==> config.mk <==
export PLATFORM = sky130hd
export DESIGN_NAME = ram8
export DESIGN_NICKNAME = d
export VERILOG_FILES = /design/src/rtl/ram8.sv
export SDC_FILE = /design/constraint.sdc
export NUM_CORES = 1
export LEC_CHECK = 0
export CORE_MARGIN = 2
export CORE_UTILIZATION = 45
export DETAILED_ROUTE_END_ITERATION = 10
export MAX_ROUTING_LAYER = met4
export PLACE_DENSITY = 0.72
export SYNTH_ARGS = -nofsm -noshare
export SYNTH_HDL_FRONTEND = slang
export SYNTH_SLANG_ARGS = --single-unit
==> constraint.sdc <==
create_clock -name clock -period 1.48 [get_ports clock]
set_input_delay 0.222 -clock clock [delete_from_list [all_inputs] [get_ports clock]]
set_output_delay 0.222 -clock clock [all_outputs]
set_load 0.005 [all_outputs]
==> src/rtl/ram8.sv <==
// 8 x 16-bit register-file RAM with DMux8Way write decode and Mux8Way16 read.
// Define RAM8_OUT_REG_EN for a registered (1-cycle latency) read port.
module ram8 (
  input  logic        clock,
  input  logic        reset_n,
  input  logic [15:0] in,
  input  logic        load,
  input  logic [2:0]  address,
  output logic [15:0] out
);

  logic [7:0]       word_load;
  logic [7:0][15:0] word;
  logic [15:0]      rd_mux;

  always_comb begin
    word_load = '0;
    word_load[address] = load;
  end

  always_ff @(posedge clock or negedge reset_n) begin
    if (!reset_n) begin
      word <= '0;
    end else begin
      for (int w = 0; w < 8; w++) begin
        word[w] <= word_load[w] ? in : word[w];
      end
    end
  end

  always_comb begin
    rd_mux = '0;
    unique case (address)
      3'd0: rd_mux = word[0];
      3'd1: rd_mux = word[1];
      3'd2: rd_mux = word[2];
      3'd3: rd_mux = word[3];
      3'd4: rd_mux = word[4];
      3'd5: rd_mux = word[5];
      3'd6: rd_mux = word[6];
      3'd7: rd_mux = word[7];
      default: rd_mux = '0;
    endcase
  end

`ifdef RAM8_OUT_REG_EN
  // Captures pre-edge word contents, so a write shows up one edge later.
  logic [15:0] out_q;

  always_ff @(posedge clock or negedge reset_n) begin
    if (!reset_n) begin
      out_q <= '0;
    end else begin
      out_q <= rd_mux;
    end
  end

  assign out = out_q;
`else
  assign out = rd_mux;
`endif

endmodule

==> results.md, run 1 <==
- Global routing used 33.5% of the available met2 tracks.
- 0 antenna diodes ended up in the layout.
- The final count of pins violating max slew came to 0.
- The number of I/O pins is 38.
- The design internal power is 8.97 mW.
- The worst voltage drop across the vdd grid is 1.16 mV.
- Once detail routing completed, the nets flagged for antenna violations numbered 0.
- Timing would allow up to 588 MHz.
- The net switching power is 2.74 mW.
- At the end of routability-driven placement, the weighted congestion stood at 0.808.
- The power per standard cell area is 1510 nW/µm².
- Counting every net in the synthesized netlist gives 443.
- The instance count of the mapped netlist is 421.
- The ratio of routed vias to standard cells is 5.56.
- The total standard cell area after synthesis is 6000 µm².
- At the pin with the least slew margin, the transition time is 0.430 ns.
- The number of design-rule violations left by the first detailed-router iteration is 236.
- The worst slew slack as a fraction of its limit is 71.3%.
- Prior to clock tree synthesis, the placed netlist has a worst setup slack of -0.936 ns.
- The clock power share is 42.2%.
- The number of global-route vias before repair was 4207.
- The endpoint identified for the worst register-to-register timing path is word[27]$_DFFE_PN0P_.
- The cell with the largest stage delay on the worst path is dfrtp_1.
- The number of antenna violations at the first check in global routing is 0.
- The clock tree from TritonCTS is built.
- Net switching is 23.4% of the power.
- The data arrival time of the critical path is 1.48 ns.
- The top flip-flop cell by instance count after synthesis is dfrtp_1.
- The worst path in the final design needs a cycle of 1.70 ns, including I/O delays and setup.
- The portion of total power attributed to combinational logic is 17.7%.
- The final reports fail on negative setup slack.
- The final critical-path share of the clock period is 115%.
- For the worst flop-to-flop path, the logic depth is 3.
- The number of buffers created by CTS is 17.
- The type of the most critical hold path is in2async.
- The final layout contains routed wiring with a total length of 14.2 mm.
- Clock skew on the completed layout was measured at 0 ns.
- The number of standard cells in the final layout excluding fillers is 701.
- The beginning of the critical path is word[20]$_DFFE_PN0P_.
- The count of nets after finishing is 534.
- The flow ran to the end, but the final reports show violations.
- The number of placement rows is 42.
- The routed layout has 3895 vias.
- The sequential area share after synthesis is 53.4%.
- The detailed-route DRC error count is 0.
- The number of warning messages in the yosys log is 0.
- In this run the register-to-register setup slack is 0.47 ns.
- In the final routed layout, each cell accounts on average for 20.3 µm.
- The worst register-to-register path begins at word[27]$_DFFE_PN0P_.
- Setup repair after global routing could not meet its margin everywhere.
- For this run, asynchronously set or reset flops after synthesis account for 100%.
- The critical path capture point type is an output port.
- The leakage dissipation is 3.50 nW.
- Along the worst path, the maximum fanout reaches 2.
- The residual overflow from global routing is 0.
- The count of different cell masters after synthesis is 36.
- Traced cell by cell, the critical path runs through nand2b_4 -> a22oi_2 -> o21ai_1 -> o22a_1 -> buf_2.
- The average instance in the mapped netlist occupies 14.2 µm².
- The full die area is 14300 µm².
- The required time of the critical path is 1.26 ns.
- The total of buffers placed on input and output ports is 37.
- The largest registers in the layout are word x128.
- The starting utilization of the core area is 45.7%.
- The layer with the highest usage is met2.
- The detailed-placement wirelength estimate is 9.09 mm.
- The kind of start point of the critical path is a flop.
- The number of flip-flops and latches in the synthesized netlist is 128.
- CTS placed an instance of clkbuf_16 at the clock tree root.
- The critical path is of the reg2out type.
- The share of layout cells above drive strength 1 is 52.4%.
- The number of cells after detailed placement is 654.
- The global-route total usage across every layer is 21.8%.
- The met1 usage is 28.1%.
- The number of enable-type register cells in the synthesized netlist is 0.
- The count of clock tree sinks is 128.
- The filler cells instantiated in the layout total 1012.
- Max-cap violations in this run came to 0.
- The final count of hold timing violations is 0.
- The later pin in the worst-skew pair is clocked with a latency of 0.42 ns.
- The top register by number of flip-flops is word.
- For this run, the detailed router's first-pass iteration total came to 4.
- The number of buffers on the longest clock path is 2.
- The first global-routing pass estimated 22.8 mm of wire.
- Clock-pin slew was measured on the worst setup and hold paths at 0.06 ns.
- The maximum number of pins on one net before global-route repair is 35.
- The peak per-stage delay on the critical path is 0.40 ns.
- CTS built an H-tree with a depth of 4.
- The flip-flop count of the largest register after layout is 128.
- The sum of negative setup slack is -2.34 ns.
- In this run the standard cell core region covers 13100 µm².
- Registers are responsible for 40.2% of the overall power.
- Global routing consumed, on the met3 layer, 5.41% of the routing resources.
- In the post-route analysis, the smallest setup slack over all paths is -0.221 ns.
- Setup violations remaining at the end of the flow were counted as 16.
- The die outline width is 119 µm.
- The floorplan step set the die height to 119 µm.
- From synthesis to final layout, the design area changed by 29.5%.
Yosys cell counts (all sizes together) (2+ instances only):
library cell / number / share of area [%]
a22oi: 4 / 0.50
dfrtp: 128 / 53
clkbuf: 6 / 0.38
nand2: 4 / 0.29
nand2b: 6 / 0.75
mux2: 129 / 25
nor2: 15 / 1.0
buf: 21 / 2.8
o21ai: 5 / 0.42
mux2i: 42 / 7.0
o22ai: 11 / 1.1
or2: 2 / 0.21
a21oi: 5 / 0.42
nor3: 3 / 0.63
o22a: 15 / 2.2
a211oi: 15 / 1.9
nand4: 2 / 0.56
worst max-delay path, delay by kind of cell, from the launching register on:
kind	cells	cell delay [ns]
flip-flops	1	0.40
AO/OA/AOI/OAI	3	0.39
AND/OR/NAND/NOR	1	0.15
buffers and inverters	1	0.13
cell usage in the layout, fill, tap and decap left out, types with 12 or more instances in the layout:
master	count
buf_4	49
mux2_4	20
dfrtp_1	128
buf_12	12
clkdlybuf4s50_1	17
o22a_1	15
mux2_2	108
a211oi_2	12
buf_2	19
mux2i_1	40
clkbuf_16	17
nor2_1	13
layout make-up:
type / count / area (µm²) / share of cell area [%]
Sequential cell: 128 / 3200 / 41.2
Timing Repair Buffer: 98 / 883 / 11.4
Clock buffer: 24 / 512 / 6.59
Tap cell: 176 / 220 / 2.84
Clock inverter: 8 / 196 / 2.53
Inverter: 1 / 3.75 / 0.0483
Multi-Input combinational cell: 266 / 2750 / 35.4
cells by family after synthesis:
kind of cell | Yosys count | share of synthesized area [%]
and+or+nand+nor | 38 | 4.19
AOI/OAI and AO/OA | 56 | 6.65
DFF | 128 | 53.4
buffers and inverters | 28 | 3.27
muxes | 171 | 32.5
timing repair:
item                       4_1_cts  5_1_grt
hold endpoints to repair        23        0
gates resized for setup         88       11
hold buffers                     1        0
buffers inserted                 6        7
setup endpoints to repair      112       16
pin swaps                       33       23
gates cloned                     1        0
power by group through the flow:
stage / logic, mW / registers, mW / clock network (mW)
final: 2.07 / 4.71 / 4.94
after CTS: 1.99 / 4.68 / 5.01
after global routing: 2.25 / 4.78 / 5.17
after floorplan: 1.29 / 4.60 / 0
after detailed placement: 1.95 / 4.73 / 0
after global placement: 1.88 / 4.67 / 0
metrics by stage:
step / util, % / hold WS, ns / instance area (µm²) / power, mW
final: 59.1 / 0.292 / 7770 / 11.7
after global placement: 52.4 / 0.184 / 6890 / 6.55
after detailed placement: 52.4 / 0.187 / 6890 / 6.68
after floorplan: - / -0.0736 / 6000 / 5.89
after global routing: 59.1 / 0.316 / 7770 / 12.2
after CTS: 58.3 / 0.288 / 7650 / 11.7
worst max-delay path by stage:
stage,depth (start not counted),endpoint
2_1_floorplan,5,out[10]
3_3_place_gp,6,out[5]
3_5_place_dp,6,out[13]
4_1_cts,5,out[4]
5_1_grt,5,out[4]
6_report,5,out[4]
layer usage:
metal / part of all wire, % / vias up
li1: - / 1743
met1: 45 / 2044
met2: 49 / 88
met3: 4.1 / 20
met4: 1.4 / 0
met5: 0 / -
(Power assumes the default switching activity.)
==> run 2, diff against run 1 <==
- CTS_CLUSTER_DIAMETER: default -> 30
==> results of run 2 <==
Same layout as run 1: the final DEF is identical, and so are final timing and power.
==> run 3, diff against run 2 <==
- CORE_ASPECT_RATIO: default -> 0.5
==> run 3 against run 2 <==
Against the previous run: the flow finishes with violations (design-rule violations, negative setup slack); global-route usage fell by 0.70 points; wire length fell by 0.18%; sequential share of layout area rose by 0.50 points; utilization rose by 0.63 points.
==> results.md, run 3 (same netlist as run 1, synthesis figures left out) <==
- The insertion delay of the later-clocked pin in the worst-skew pair is 0.41 ns (was 0.42 ns).
- The count of clock tree sinks is 128 (unchanged).
- The slew at the pin closest to its max-slew limit came to 0.425 ns (was 0.430 ns).
- The critical path's top delay family is compound AO/OA/AOI/OAI gates (was flip-flops).
- The post-detailed-route count of antenna-violating nets was 0 (unchanged).
- The starting utilization of the core area is 46.7% (was 45.7%).
- The depth of the worst register-to-register path came to 3 (unchanged).
- The total of buffers placed on input and output ports is 37 (unchanged).
- The worst clock skew was 0 ns (unchanged).
- The most common cell after layout, fill and taps aside was dfrtp_1 (unchanged).
- The peak per-stage delay on the critical path is 0.39 ns (was 0.40 ns).
- The maximum operating frequency came to 573 MHz (was 588 MHz).
- The kind of start point of the critical path is a flop (unchanged).
- The number of endpoints failing setup at the final stage came to 16 (unchanged).
- The die outline width is 167 µm (was 119 µm).
- The data arrival time of the critical path is 1.52 ns (was 1.48 ns).
- The final wirelength was 14.2 mm (about the same).
- Largest registers in the final layout: word x128 (unchanged).
- The instance area after placement is 6820 µm² (was 6890 µm²).
- The root buffer cell is clkbuf_16 (unchanged).
- The type of the most critical hold path is in2async (unchanged).
- The global placement routability congestion was 0.786 (was 0.808).
- The number of placement rows came to 29 (was 42).
- The kind of critical path is reg2out (unchanged).
- The number of design-rule violations left by the first detailed-router iteration is 275 (was 236).
- Outcome: complete, but fails checks (unchanged).
- The maximum number of pins on one net before global-route repair is 77 (was 35).
- The slack of the worst reg-to-reg path was 0.47 ns (about the same).
- The worst flop-to-flop path startpoint was word[105]$_DFFE_PN0P_ (was word[27]$_DFFE_PN0P_).
- The number of buffers created by CTS is 17 (unchanged).
- The residual overflow from global routing is 0 (unchanged).
- The wire length of the first global-routing pass is 22.1 mm (was 22.8 mm).
- The final routed wire length divided by cell count is 20.5 µm (was 20.3 µm).
- The share of layout cells above drive strength 1 is 52.5% (was 52.4%).
- The number of global-route vias before repair is 3981 (was 4207).
- The top fanout value on the critical path is 2 (unchanged).
- The level count of the clock H-tree is 4 (unchanged).
- The top register by number of flip-flops is word (unchanged).
- The leakage dissipation is 3.46 nW (was 3.50 nW).
- The end of the worst register-to-register path is word[105]$_DFFE_PN0P_ (was word[27]$_DFFE_PN0P_).
- The cell with the largest stage delay on the worst path was dfrtp_1 (unchanged).
- The number of antenna diodes was 0 (unchanged).
- The minimum clock period is 1.75 ns (was 1.70 ns).
- The critical path capture point type is an output port (unchanged).
- The ratio of routed vias to standard cells is 5.55 (was 5.56).
- The full die area is 14300 µm² (about the same).
- The clock-pin transition on the worst setup and hold timing paths is 0.06 ns (about the same).
- The final worst hold slack is 0.344 ns (was 0.292 ns).
- The die boundary height is 85.6 µm (was 119 µm).
- The number of buffer and inverter instances along the worst setup path is 1 (unchanged).
- The detailed-placement wirelength estimate is 8.78 mm (was 9.09 mm).
- The final count of pins violating max slew is 0 (unchanged).
- The detailed-route DRC error count is 1 (was 0).
- RSZ-0062 raised after global routing: true (unchanged).
- The worst voltage drop across the vdd grid was 0.949 mV (was 1.16 mV).
- The required time of the critical path was 1.26 ns (about the same).
- The number of antenna violations at the first check in global routing is 0 (unchanged).
- The sum of negative setup slack is -2.36 ns (was -2.34 ns).
- The post-route cell area came to 7670 µm² (was 7770 µm²).
- The flip-flop count of the largest register after layout was 128 (unchanged).
- The global-route total usage across every layer is 21.1% (was 21.8%).
- Highest-count cells in the layout ignoring fill and taps: dfrtp_1, mux2_2, buf_4 (unchanged).
- The count of nets after finishing came to 533 (was 534).
- The power per standard cell area came to 1500 nW/µm² (was 1510 nW/µm²).
- The final count of hold timing violations is 0 (unchanged).
- Ordered list of cells on the worst path: nand2b_4 -> a22oi_2 -> o21ai_1 -> o22a_1 -> buf_2 (unchanged).
- The worst slew slack as a fraction of its limit came to 71.6% (was 71.3%).
- The area of the core region was 12800 µm² (was 13100 µm²).
- The final critical-path share of the clock period is 118% (was 115%).
- Failing checks: design-rule violations, negative setup slack (was negative setup slack).
- The worst setup slack after layout came to -0.266 ns (was -0.221 ns).
- The number of buffers on the longest clock path was 2 (unchanged).
- The clock tree from TritonCTS was built (unchanged).
- The post-synthesis to final-layout area growth is 27.9% (was 29.5%).
- The detailed-routing iteration count for the pre-antenna-repair pass is 7 (was 4).
- The number of vias after detailed routing is 3855 (was 3895).
- The number of I/O pins is 38 (unchanged).
- The max-cap check violation count came to 0 (unchanged).
run 3: changes by cell type in the layout (fill, tap and decap cells not counted), moves of 2 or more:
cell / change
buf_12: -6
buf_2: -2
buf_6: +4
clkbuf_8: -5
clkinv_2: +4
inv_6: +2
run 3: metal layers:
| metal | share of wire [%] | wire (µm) | track usage [%] |
|---|---|---|---|
| met1 | 49 | 6990 | 29.8 |
| met2 | 44 | 6320 | 30.3 |
| met3 | 5.1 | 728 | 4.52 |
| met4 | 1.2 | 171 | 7.27 |
| met5 | 0 | 0 | - |
run 3: how the worst max path moves through the flow:
stage | start | endpoint | slack [ns] | cells after the start
floorplan | address[1] | out[10] | 0.02 | 5
global placement | address[2] | out[7] | -0.81 | 5
detailed placement | address[2] | out[9] | -0.83 | 6
CTS | word[20]$_DFFE_PN0P_ | out[4] | -0.28 | 5
global route | word[20]$_DFFE_PN0P_ | out[4] | -0.32 | 5
finish | word[20]$_DFFE_PN0P_ | out[4] | -0.27 | 5
run 3: area by class of cell:
type,count,area (µm²)
tap,170,213
inverter,1,3.75
fill,973,5170
clock buffer,18,439
multi-input combinational,266,2750
timing repair buffer,97,836
sequential,128,3200
clock inverter,14,234
run 3: worst min-delay path: cells and delay by family:
kind / cells / cell delay, ns
buffers and inverters: 3 / 0.91
run 3: through the flow:
step | total power [mW] | utilization, % | setup WS, ns | cells
6_report | 11.5 | 59.7 | -0.266 | 694
5_1_grt | 12.0 | 59.7 | -0.323 | 694
4_1_cts | 11.4 | 58.9 | -0.277 | 688
3_5_place_dp | 6.62 | 53.1 | -0.832 | 650
3_3_place_gp | 6.55 | 53.1 | -0.808 | 650
2_1_floorplan | 5.89 | - | 0.0153 | 421
run 3: where the power goes:
| part | total (mW) | switching, mW | internal, mW |
|---|---|---|---|
| registers | 4.69 | 0.415 | 4.28 |
| clock network | 4.76 | 1.56 | 3.20 |
| logic | 2.03 | 0.794 | 1.23 |
| total | 11.5 | 2.77 | 8.71 |
run 3: what timing repair did:
item / in CTS / in global routing
cloned: 1 / 1
hold endpoints to repair: 128 / 0
buffers inserted: 4 / 5
endpoints found under the setup margin: 119 / 16
hold buffers: 1 / 0
gates resized for setup: 92 / 12
pin swaps: 35 / 23
